File: config.mk
export PLATFORM = sky130hd
export DESIGN_NAME = fighter_motion_ctrl
export DESIGN_NICKNAME = d
export VERILOG_FILES = /design/src/rtl/fighter_pkg.sv /design/src/rtl/combo_detector.sv /design/src/rtl/fighter_motion_ctrl.sv
export SDC_FILE = /design/constraint.sdc
export NUM_CORES = 1
export LEC_CHECK = 0
export ABC_CLOCK_PERIOD_IN_PS = 6150
export BUFFER_PORTS_ARGS = -buffer_cell sky130_fd_sc_hd__clkbuf_2
export CORE_AREA = 4 4 78 152
export DETAILED_ROUTE_END_ITERATION = 7
export DIE_AREA = 0 0 82 156
export PLACE_DENSITY = 0.55
export RECOVER_POWER = 100
export SKIP_CTS_REPAIR_TIMING = 1
export SLEW_MARGIN = 10
export SYNTH_ARGS = -nofsm -noshare
export SYNTH_HDL_FRONTEND = slang
export SYNTH_SLANG_ARGS = --single-unit
export TNS_END_PERCENT = 30
File: constraint.sdc
create_clock -name clk -period 6.15 [get_ports clk]
set_input_delay 0.615 -clock clk [delete_from_list [all_inputs] [get_ports clk]]
set_output_delay 0.615 -clock clk [all_outputs]
set_load 0.02 [all_outputs]
File: src/rtl/fighter_pkg.sv
// Shared encodings for the fighter game-logic block: action, movement and jump
// state codes plus the combo step alphabet and the two combo sequences.
package fighter_pkg;

  typedef enum logic [2:0] {
    CS_NORMAL  = 3'b000,
    CS_PUNCH   = 3'b001,
    CS_SPECIAL = 3'b010,
    CS_SUPER   = 3'b011,
    CS_INJURED = 3'b100
  } char_state_e;

  typedef enum logic [1:0] {
    MS_IDLE = 2'b00,
    MS_FWD  = 2'b01,
    MS_BACK = 2'b10
  } move_state_e;

  typedef enum logic [1:0] {
    JS_GROUND = 2'b00,
    JS_RISE   = 2'b01,
    JS_FALL   = 2'b10
  } jump_state_e;

  // Step codes double as bit positions in the edge-strobe vector.
  localparam int NUM_STEPS = 5;
  localparam logic [2:0] STEP_LEFT   = 3'd0;
  localparam logic [2:0] STEP_RIGHT  = 3'd1;
  localparam logic [2:0] STEP_UP     = 3'd2;
  localparam logic [2:0] STEP_DOWN   = 3'd3;
  localparam logic [2:0] STEP_ATTACK = 3'd4;

  // Element [0] is the first step of each sequence.
  localparam int SPECIAL_LEN = 4;
  localparam logic [SPECIAL_LEN-1:0][2:0] SPECIAL_SEQ =
    {STEP_ATTACK, STEP_RIGHT, STEP_DOWN, STEP_LEFT};

  localparam int SUPER_LEN = 9;
  localparam logic [SUPER_LEN-1:0][2:0] SUPER_SEQ =
    {STEP_ATTACK, STEP_RIGHT, STEP_LEFT, STEP_RIGHT, STEP_LEFT,
     STEP_DOWN, STEP_UP, STEP_DOWN, STEP_UP};

  function automatic int imax(input int a, input int b);
    return (a > b) ? a : b;
  endfunction

endpackage

File: src/rtl/combo_detector.sv
// Tracks progress through one button sequence at game-tick rate and pulses
// done (combinationally, on the completing tick) when the last step lands.
module combo_detector
  import fighter_pkg::*;
#(
  parameter int WINDOW = 8,
  parameter int LEN = SPECIAL_LEN,
  parameter logic [LEN-1:0][2:0] SEQ = SPECIAL_SEQ
) (
  input  logic                 clk,
  input  logic                 reset,
  input  logic                 tick,
  input  logic [NUM_STEPS-1:0] edges,
  output logic                 done
);

  localparam int SW = $clog2(LEN);
  localparam int GW = $clog2(WINDOW + 1);

  logic [SW-1:0] step;
  logic [GW-1:0] gap;
  logic          want;
  logic          wrong_dir;

  assign want      = edges[SEQ[step]];
  assign wrong_dir = |edges[STEP_DOWN:STEP_LEFT];
  assign done      = tick && want && (step == SW'(LEN - 1));

  // gap counts idle ticks since the last accepted step; an idle tick that
  // would push the spacing past WINDOW drops the sequence.
  always_ff @(posedge clk) begin
    if (reset) begin
      step <= '0;
      gap  <= '0;
    end else if (tick) begin
      if (want) begin
        gap  <= '0;
        step <= (step == SW'(LEN - 1)) ? '0 : step + SW'(1);
      end else if (wrong_dir) begin
        gap  <= '0;
        step <= edges[SEQ[0]] ? SW'(1) : '0;
      end else if (step != '0) begin
        if (gap == GW'(WINDOW - 1)) begin
          step <= '0;
          gap  <= '0;
        end else begin
          gap <= gap + GW'(1);
        end
      end
    end
  end

endmodule

File: src/rtl/fighter_motion_ctrl.sv
// Per-fighter pose/position generator for the sprite renderer, stepped at
// game-tick rate. Define SUPER_COMBO_EN to add the 9-step SUPER attack.
module fighter_motion_ctrl
  import fighter_pkg::*;
#(
  parameter int   TICK_DIV      = 2_500_000,
  parameter int   X_START       = 24,
  parameter logic MIRROR_INIT   = 1'b0,
  parameter int   X_MIN         = 8,
  parameter int   X_MAX         = 88,
  parameter int   Y_GROUND      = 32,
  parameter int   JUMP_HEIGHT   = 16,
  parameter int   PUNCH_TICKS   = 4,
  parameter int   SPECIAL_TICKS = 8,
  parameter int   INJ_TICKS     = 6,
  parameter int   COMBO_WINDOW  = 8
) (
  input  logic       clk,
  input  logic       reset,
  input  logic       btn_left,
  input  logic       btn_right,
  input  logic       btn_up,
  input  logic       btn_down,
  input  logic       btn_attack,
  input  logic       hit_in,
  input  logic [6:0] opponent_x,
  output logic [6:0] x,
  output logic [6:0] y,
  output logic       in_air,
  output logic [1:0] move_state,
  output logic [2:0] character_state,
  output logic       mirror
);

  localparam int CW = (TICK_DIV > 1) ? $clog2(TICK_DIV) : 1;
  localparam int DW = $clog2(imax(imax(PUNCH_TICKS, 2 * SPECIAL_TICKS), INJ_TICKS) + 1);
  localparam logic [6:0] XSTART = 7'(X_START);
  localparam logic [6:0] XMIN   = 7'(X_MIN);
  localparam logic [6:0] XMAX   = 7'(X_MAX);
  localparam logic [6:0] YGND   = 7'(Y_GROUND);
  localparam logic [6:0] YTOP   = 7'(Y_GROUND - JUMP_HEIGHT);

  logic [CW-1:0] tick_cnt;
  logic          tick;

  assign tick = (tick_cnt == CW'(TICK_DIV - 1));

  always_ff @(posedge clk) begin
    if (reset) tick_cnt <= '0;
    else       tick_cnt <= tick ? '0 : tick_cnt + CW'(1);
  end

  // Edges are caught every clk; edges seen on the tick cycle itself are used
  // directly so nothing is lost between latch clear and consumption.
  logic [NUM_STEPS-1:0] btn_now, btn_prev, edge_lat, edges;
  logic                 hit_lat, hit;

  assign btn_now = {btn_attack, btn_down, btn_up, btn_right, btn_left};
  assign edges   = edge_lat | (btn_now & ~btn_prev);
  assign hit     = hit_lat | hit_in;

  always_ff @(posedge clk) begin
    if (reset) begin
      btn_prev <= '0;
      edge_lat <= '0;
      hit_lat  <= 1'b0;
    end else begin
      btn_prev <= btn_now;
      edge_lat <= tick ? '0 : edges;
      hit_lat  <= tick ? 1'b0 : hit;
    end
  end

  logic special_done;

  combo_detector #(.WINDOW(COMBO_WINDOW), .LEN(SPECIAL_LEN), .SEQ(SPECIAL_SEQ)) u_special (
    .clk(clk), .reset(reset), .tick(tick), .edges(edges), .done(special_done)
  );

`ifdef SUPER_COMBO_EN
  logic super_done;

  combo_detector #(.WINDOW(COMBO_WINDOW), .LEN(SUPER_LEN), .SEQ(SUPER_SEQ)) u_super (
    .clk(clk), .reset(reset), .tick(tick), .edges(edges), .done(super_done)
  );
`endif

  char_state_e act_q, act_d;
  jump_state_e js_q, js_d;
  logic [DW-1:0] dur_q, dur_d;
  logic [6:0]    x_d, y_d;
  move_state_e   ms_d;
  logic          mirror_d;
  logic          go_left, go_right;

  assign go_left  = btn_left & ~btn_right;
  assign go_right = btn_right & ~btn_left;

  always_comb begin
    act_d    = act_q;
    dur_d    = dur_q;
    js_d     = js_q;
    x_d      = x;
    y_d      = y;
    ms_d     = MS_IDLE;
    mirror_d = mirror;

    if (hit) begin
      act_d = CS_INJURED;
      dur_d = DW'(INJ_TICKS);
    end
`ifdef SUPER_COMBO_EN
    else if (act_q == CS_NORMAL && super_done) begin
      act_d = CS_SUPER;
      dur_d = DW'(2 * SPECIAL_TICKS);
    end
`endif
    else if (act_q == CS_NORMAL && special_done) begin
      act_d = CS_SPECIAL;
      dur_d = DW'(SPECIAL_TICKS);
    end else if (act_q == CS_NORMAL && edges[STEP_ATTACK]) begin
      act_d = CS_PUNCH;
      dur_d = DW'(PUNCH_TICKS);
    end else if (act_q != CS_NORMAL) begin
      dur_d = dur_q - DW'(1);
      if (dur_q <= DW'(1)) act_d = CS_NORMAL;
    end

    // Facing decides forward/backward; knockback pushes against facing.
    if (act_q == CS_NORMAL) begin
      if (go_left && x > XMIN) begin
        x_d  = x - 7'd1;
        ms_d = mirror ? MS_FWD : MS_BACK;
      end else if (go_right && x < XMAX) begin
        x_d  = x + 7'd1;
        ms_d = mirror ? MS_BACK : MS_FWD;
      end
    end else if (act_q == CS_INJURED) begin
      if (mirror && x < XMAX)       x_d = x + 7'd1;
      else if (!mirror && x > XMIN) x_d = x - 7'd1;
    end
    if (act_d != CS_NORMAL) ms_d = MS_IDLE;

    if (act_q == CS_NORMAL && js_q == JS_GROUND) mirror_d = (opponent_x < x);

    case (js_q)
      JS_GROUND: begin
        if (edges[STEP_UP] && (act_q == CS_NORMAL || act_q == CS_PUNCH)) begin
          y_d  = y - 7'd1;
          js_d = (y_d == YTOP) ? JS_FALL : JS_RISE;
        end
      end
      JS_RISE: begin
        y_d = y - 7'd1;
        if (y_d == YTOP) js_d = JS_FALL;
      end
      JS_FALL: begin
        y_d = y + 7'd1;
        if (y_d == YGND) js_d = JS_GROUND;
      end
      default: js_d = JS_GROUND;
    endcase
  end

  always_ff @(posedge clk) begin
    if (reset) begin
      act_q      <= CS_NORMAL;
      dur_q      <= '0;
      js_q       <= JS_GROUND;
      x          <= XSTART;
      y          <= YGND;
      move_state <= MS_IDLE;
      mirror     <= MIRROR_INIT;
    end else if (tick) begin
      act_q      <= act_d;
      dur_q      <= dur_d;
      js_q       <= js_d;
      x          <= x_d;
      y          <= y_d;
      move_state <= ms_d;
      mirror     <= mirror_d;
    end
  end

  assign character_state = act_q;
  assign in_air          = (js_q != JS_GROUND);

endmodule

==> qor.csv, run 1 <==
stage,metric,value,unit
run_status,outcome,"finished, violations left",
run_status,violated checks,"max-capacitance violations, max-slew violations",
critical_path,Worst Reg-to-Reg Cells,6,
clocking,worst skew pair latency,0.33,ns
routing,WL final,9120,um
final_layout,most frequent cells in the layout,"66 x nor2_1, 66 x dfxtp_1, 28 x inv_1",
timing,Fmax,0.269,GHz
synthesis,Syn. warnings,0,
synthesis,share of the synthesized area in the top cell type,36.3,%
place,pre-CTS setup slack,3.03,ns
timing,Final Hold Vio Count,0,
timing,Worst Tran Pin Value,1.79,ns
critical_path,"Arr. time, crit path",3.94,ns
global_routing,first-pass GRT wire length,14900,um
routing,Final ANT Viol Nets,0,
timing,Final Cycle Share,60.5,%
place,Post-DP HPWL,6890,um
synthesis,Post-Syn Nets,472,
clocking,CTS buffer count,9,
final_layout,# fillers,1133,
worst_hold_path,Hold/Removal Path Class,reg2reg,
die,Ports,36,
synthesis,Synth Area in Adders,6.87,%
routing,vias after detailed routing,3230,
synthesis,"FFs w/ async S/R, synth",0,%
synthesis,Cells after Synth,437,
routing,vias per cell,5.29,
synthesis,xor/xnor share of the synthesized area,7.94,%
die,Initial Utilization,34.3,%
synthesis,largest family of logic cells by synthesized area,simple AND/OR/NAND/NOR gates,
clocking,Clock Sinks,66,
final_layout,antenna cells,0,
synthesis,cell taking the most area after synthesis,dfxtp_1,
global_routing,All-Layer GR Usage,15.0,%
timing,setup TNS,0,ns
critical_path,CP required,6.37,ns
clocking,root buffer cell,clkbuf_16,
job,max-cap viol count,2,
routing,First-pass DRT Iterations,4,
timing,unrepaired setup endpoints after global routing,false,
synthesis,sequential area share after synthesis,36.3,%
power_and_ir_drop,Max VDD drop,0.126,mV
critical_path,crit path kind,reg2reg,
die,Die W,82,um
critical_path,kind of start point of the critical path,flop,
power_and_ir_drop,static leakage,0.00155,uW
clocking,CTS H-tree depth,3,
final_layout,storage element area,0.00132,mm2
place,port bufs,35,
routing,Wirelength per Cell,14.9,um
timing,Layout Skew,0.00933,ns
synthesis,Cell variety after synth,59,
final_layout,Multi-input gate area,0.00215,mm2
clocking,clk slew on worst S/H paths,0.06,ns
timing,"Slew Viols, Final",55,
critical_path,Setup crit end kind,flop,
die,die area,0.0128,mm2
synthesis,"Avg Cell Area, Syn",8.33,um2
place,RD Place Congestion,0.854,
clocking,clock buffer depth,2,
timing,crit path time final,3.72,ns
synthesis,number of flops mapped to enable cells by yosys,0,
synthesis,post-synthesis compound-gate area fraction,14.9,%
global_routing,largest net degree at the start of global routing,38,
synthesis,area of the mapped netlist,0.00364,mm2
routing,DRC violation count after routing,0,
final_layout,layout cells sized above 1,8.44,%
power_and_ir_drop,PwrDens,236,mW/mm2
timing,Setup WS post-layout,2.43,ns
final_layout,Area Overhead vs Synth,14.8,%
die,Die Span Y,156,um
timing,count of final setup violators,0,
critical_path,crit-path max FO,16,
final_layout,nets@finish,504,
clocking,TritonCTS clock tree,built,
global_routing,initial antenna violation count,0,
global_routing,grt ovf,0,
die,Std-Cell Rows,53,
synthesis,Post-Synth Simple-Gate Area,27.1,%
synthesis,ys flop type,dfxtp_1,
die,Core Region,0.0106,mm2
synthesis,synth top area cells,"dfxtp_1 36%, ha_1 6.9%, nor2_1 6.8%, xor2_1 4.1%, xnor2_1 3.8%",
routing,detailed router's first-iteration violation count,128,
global_routing,vias in the first global route,3309,
synthesis,number of synthesized register bits,66,
worst_hold_path,hold depth,2,
synthesis,mux contribution to synthesized area,2.40,%
timing,max_slew headroom,-19.2,%
power breakdown:
part | internal, uW | switching (uW) | leakage [uW]
clock network | 311 | 183 | 0.000142
logic | 20.0 | 32.8 | 0.000877
registers | 435 | 5.07 | 0.000535
sequential cells by signal, summed over array words and instances, names as in the netlist:
register / flops
btn_prev: 5
character_state: 3
dur_q: 5
edge_lat: 5
hit_lat: 1
js_q: 2
mirror: 1
move_state: 2
tick_cnt: 22
u_special.gap: 4
u_special.step: 2
x: 7
y: 7
through the flow:
step | total power (uW) | utilization, % | hold WS [ns] | area [um2] | cells
floorplan | 485 | - | 0.426 | 3640 | 437
global placement | 501 | 37.0 | 0.439 | 3930 | 595
detailed placement | 502 | 37.0 | 0.481 | 3930 | 595
CTS | 1000 | 39.7 | 0.495 | 4220 | 611
global route | 1030 | 39.4 | 0.513 | 4180 | 611
finish | 986 | 39.4 | 0.487 | 4180 | 611
critical path, cell delays in order, from the launching register on:
cell and delay, ns:
dfxtp_1 0.35, nor4b_1 0.40, nand4_1 0.18, nor3_1 1.27, nand4_1 0.72, a21oi_1 0.34, mux2_2 0.36
logic make-up (layout without fill, tap and decap cells):
kind of cell             Yosys count  in the layout
AO/OA/AOI/OAI                     82             82
XOR/XNOR                          33             33
adder cells (fa/ha/maj)           20             20
buffers and inverters             42             79
flip-flops                        66             66
multiplexers                       7              7
AND/OR/NAND/NOR                  187            187
final cells by class:
cell class / count / share of cell area (%)
Multi-Input combinational cell: 329 / 51.4
Clock buffer: 10 / 5.47
Tap cell: 137 / 4.10
Sequential cell: 66 / 31.6
Timing Repair Buffer: 35 / 3.53
Inverter: 28 / 2.51
Clock inverter: 6 / 1.38
synthesized netlist by cell type (2+ instances only):
cell type,number
mux2i_1,2
nor2b_1,14
a211oi_1,2
a31oi_1,2
inv_1,28
clkbuf_1,8
or3_1,10
mux2_2,4
a32oi_1,2
dfxtp_1,66
and3_1,11
a22oi_1,3
buf_2,6
ha_1,20
nand2b_1,3
nor2_1,66
nand2_1,22
xor2_1,17
and4_1,2
nor3_2,2
nand3_1,16
xnor2_1,16
o21a_1,3
nor3_1,8
nor3b_1,2
o31ai_1,2
nand3b_1,2
a21o_1,4
o21ai_0,18
o22ai_1,4
nand4_1,16
nor4b_1,3
o211ai_1,4
a21oi_1,24
worst paths after layout:
| path | start | endpoint | slack, ns |
|---|---|---|---|
| setup / recovery | tick_cnt[15] | x[5] | 2.43 |
| setup reg to reg | tick_cnt[15] | x[5] | 2.43 |
| hold reg to reg | move_state[1] | move_state[1] | 0.49 |
| hold / removal | move_state[1] | move_state[1] | 0.49 |
layer usage:
layer | global-route usage, % | share of wire, %
met5 | 0 | 0
met4 | 7.13 | 2.7
met3 | 3.93 | 3.8
met2 | 28.6 | 56
met1 | 14.1 | 38
Power figures use the tool's default switching activity.
==> run 2: changes to the inputs <==
ABC_CLOCK_PERIOD_IN_PS = 3400   (was 6150)
PLACE_DENSITY = 0.57   (was 0.55)
clock period = 3.4 ns   (was 6.15 ns; I/O delays follow)
==> qor.csv, run 2 (synthesis results as in run 1) <==
stage,metric,value,unit,change
worst_hold_path,Hold EP,btn_prev[2],,was move_state[1]
critical_path,crit path kind,reg2reg,,unchanged
routing,Final ANT Viol Nets,0,,unchanged
critical_path,crit-path max FO,8,,was 16
global_routing,All-Layer GR Usage,15.1,%,was 15.0%
critical_path,CP max-delay cell,nor3_1,,unchanged
critical_path,Setup crit end kind,flop,,unchanged
place,placed insts,598,,was 595
global_routing,vias in the first global route,3269,,was 3309
clocking,clk slew on worst S/H paths,0.06,ns,about the same
timing,"Slew Viols, Final",37,,was 55
place,Post-DP HPWL,6840,um,was 6890 um
die,Std-Cell Rows,53,,unchanged
routing,vias after detailed routing,3204,,was 3230
critical_path,largest stage delay on the critical path,0.66,ns,was 1.27 ns
timing,setup TNS,0,ns,unchanged
final_layout,Regs by FF count,"tick_cnt (22), x (7), y (7)",,unchanged
critical_path,kind of start point of the critical path,flop,,unchanged
die,Ports,36,,unchanged
die,Initial Utilization,34.3,%,unchanged
critical_path,"Arr. time, crit path",2.96,ns,was 3.94 ns
clocking,TritonCTS clock tree,built,,unchanged
place,Placed Area,0.00395,mm2,was 0.00393 mm2
clocking,clock buffer depth,2,,unchanged
timing,Worst Tran Pin Value,1.70,ns,was 1.79 ns
routing,WL final,8990,um,was 9120 um
clocking,CTS H-tree depth,3,,unchanged
place,RD Place Congestion,0.871,,was 0.854
job,max-cap viol count,1,,was 2
final_layout,Area Overhead vs Synth,13.9,%,was 14.8%
run_status,violated checks,"max-capacitance violations, max-slew violations",,unchanged
critical_path,CP Cell Sequence,"nor3_1, a31oi_1, a31oi_1, mux2_2, or3_1, a21oi_1",,"was nor4b_1, nand4_1, nor3_1, nand4_1, a21oi_1, mux2_2"
worst_hold_path,Hold/Removal Path Class,in2reg,,was reg2reg
timing,crit path time final,2.72,ns,was 3.72 ns
clocking,Clock Sinks,66,,unchanged
die,die area,0.0128,mm2,unchanged
critical_path,CP required,3.64,ns,was 6.37 ns
timing,max_slew headroom,-13.0,%,was -19.2%
critical_path,Top delay family on crit path,simple AND/OR/NAND/NOR gates,,unchanged
run_status,outcome,"finished, violations left",,unchanged
clocking,root buffer cell,clkbuf_16,,unchanged
final_layout,largest reg by FF count,tick_cnt,,unchanged
timing,Layout Skew,0.00650,ns,was 0.00933 ns
worst_hold_path,hold depth,2,,unchanged
final_layout,"Non-Filler Cell Area, Final",0.00415,mm2,was 0.00418 mm2
critical_path,CP bufs+invs,0,,unchanged
die,Core Region,0.0106,mm2,unchanged
final_layout,layout cells sized above 1,7.77,%,was 8.44%
timing,Final Hold Vio Count,0,,unchanged
final_layout,"non-filler cells, final",613,,was 611
final_layout,antenna cells,0,,unchanged
timing,Final Cycle Share,79.9,%,was 60.5%
routing,Wirelength per Cell,14.7,um,was 14.9 um
die,Die W,82,um,unchanged
global_routing,initial antenna violation count,0,,unchanged
final_layout,most frequent cells in the layout,"66 x nor2_1, 66 x dfxtp_1, 28 x inv_1",,unchanged
routing,detailed router's first-iteration violation count,127,,was 128
critical_path,FF-to-FF setup slack,0.68,ns,was 2.43 ns
routing,First-pass DRT Iterations,4,,unchanged
timing,count of final setup violators,0,,unchanged
timing,unrepaired setup endpoints after global routing,false,,unchanged
critical_path,Worst Reg-to-Reg Cells,6,,unchanged
final_layout,# fillers,1120,,was 1133
die,Die Span Y,156,um,unchanged
place,port bufs,35,,unchanged
global_routing,first-pass GRT wire length,14900,um,about the same
critical_path,"most used cell, CP",a31oi_1,,was nand4_1
clocking,CTS buffer count,9,,unchanged
timing,Fmax,0.368,GHz,was 0.269 GHz
worst_hold_path,Hold Path Origin,btn_up,,was move_state[1]
routing,vias per cell,5.23,,was 5.29
power_and_ir_drop,static leakage,0.00156,uW,was 0.00155 uW
critical_path,worst reg2reg startpoint,character_state[2],,was tick_cnt[15]
final_layout,max reg flops,22,,unchanged
global_routing,largest net degree at the start of global routing,37,,was 38
routing,DRC violation count after routing,0,,unchanged
global_routing,grt ovf,0,,unchanged
power_and_ir_drop,Max VDD drop,0.259,mV,was 0.126 mV
clocking,worst skew pair latency,0.33,ns,about the same
power_and_ir_drop,PwrDens,420,mW/mm2,was 236 mW/mm2
final_layout,nets@finish,507,,was 504
critical_path,reg2reg end,x[6],,was x[5]
==> run 2: power by group <==
part,total (uW),switching (uW),internal (uW),leakage (uW)
clock,852,327,525,0.000138
combinational,94.3,58.2,36.2,0.000882
sequential,796,8.66,787,0.000535
==> run 2: worst max-delay path by stage <==
stage | end | depth (start not counted) | startpoint
detailed placement | move_state[0] | 6 | tick_cnt[15]
global route | x[6] | 6 | character_state[2]
global placement | move_state[0] | 6 | tick_cnt[15]
finish | x[6] | 6 | character_state[2]
floorplan | x[6] | 6 | x[6]
CTS | move_state[0] | 6 | tick_cnt[15]
==> run 2: layout make-up <==
cell class	instances	area (um2)	share of cell area [%]
inverters	28	105	2.53
flip-flops and latches	66	1320	31.8
repair buffers	38	166	4.01
clock buffers	12	256	6.18
multi-input cells	329	2110	50.9
well taps	137	171	4.13
clock inverters	3	15.0	0.362
==> run 2: stage by stage <==
step	utilization [%]	total power [uW]	hold WS, ns	worst slack, ns
6_report	39.1	1740	0.234	0.682
5_1_grt	39.1	1810	0.247	0.563
4_1_cts	39.8	1770	0.225	0.974
3_5_place_dp	37.2	910	0.460	1.00
3_3_place_gp	37.2	908	0.439	1.00
2_1_floorplan	-	877	0.426	1.29
==> run 2: per-layer routing <==
metal  track usage [%]  share of wire, %  up-vias
met5                 0                 0        -
met4              7.37               2.5        0
met3              3.41               3.1       18
met2              29.0                56       49
met1              14.2                38     1527
li1                  -                 -     1610
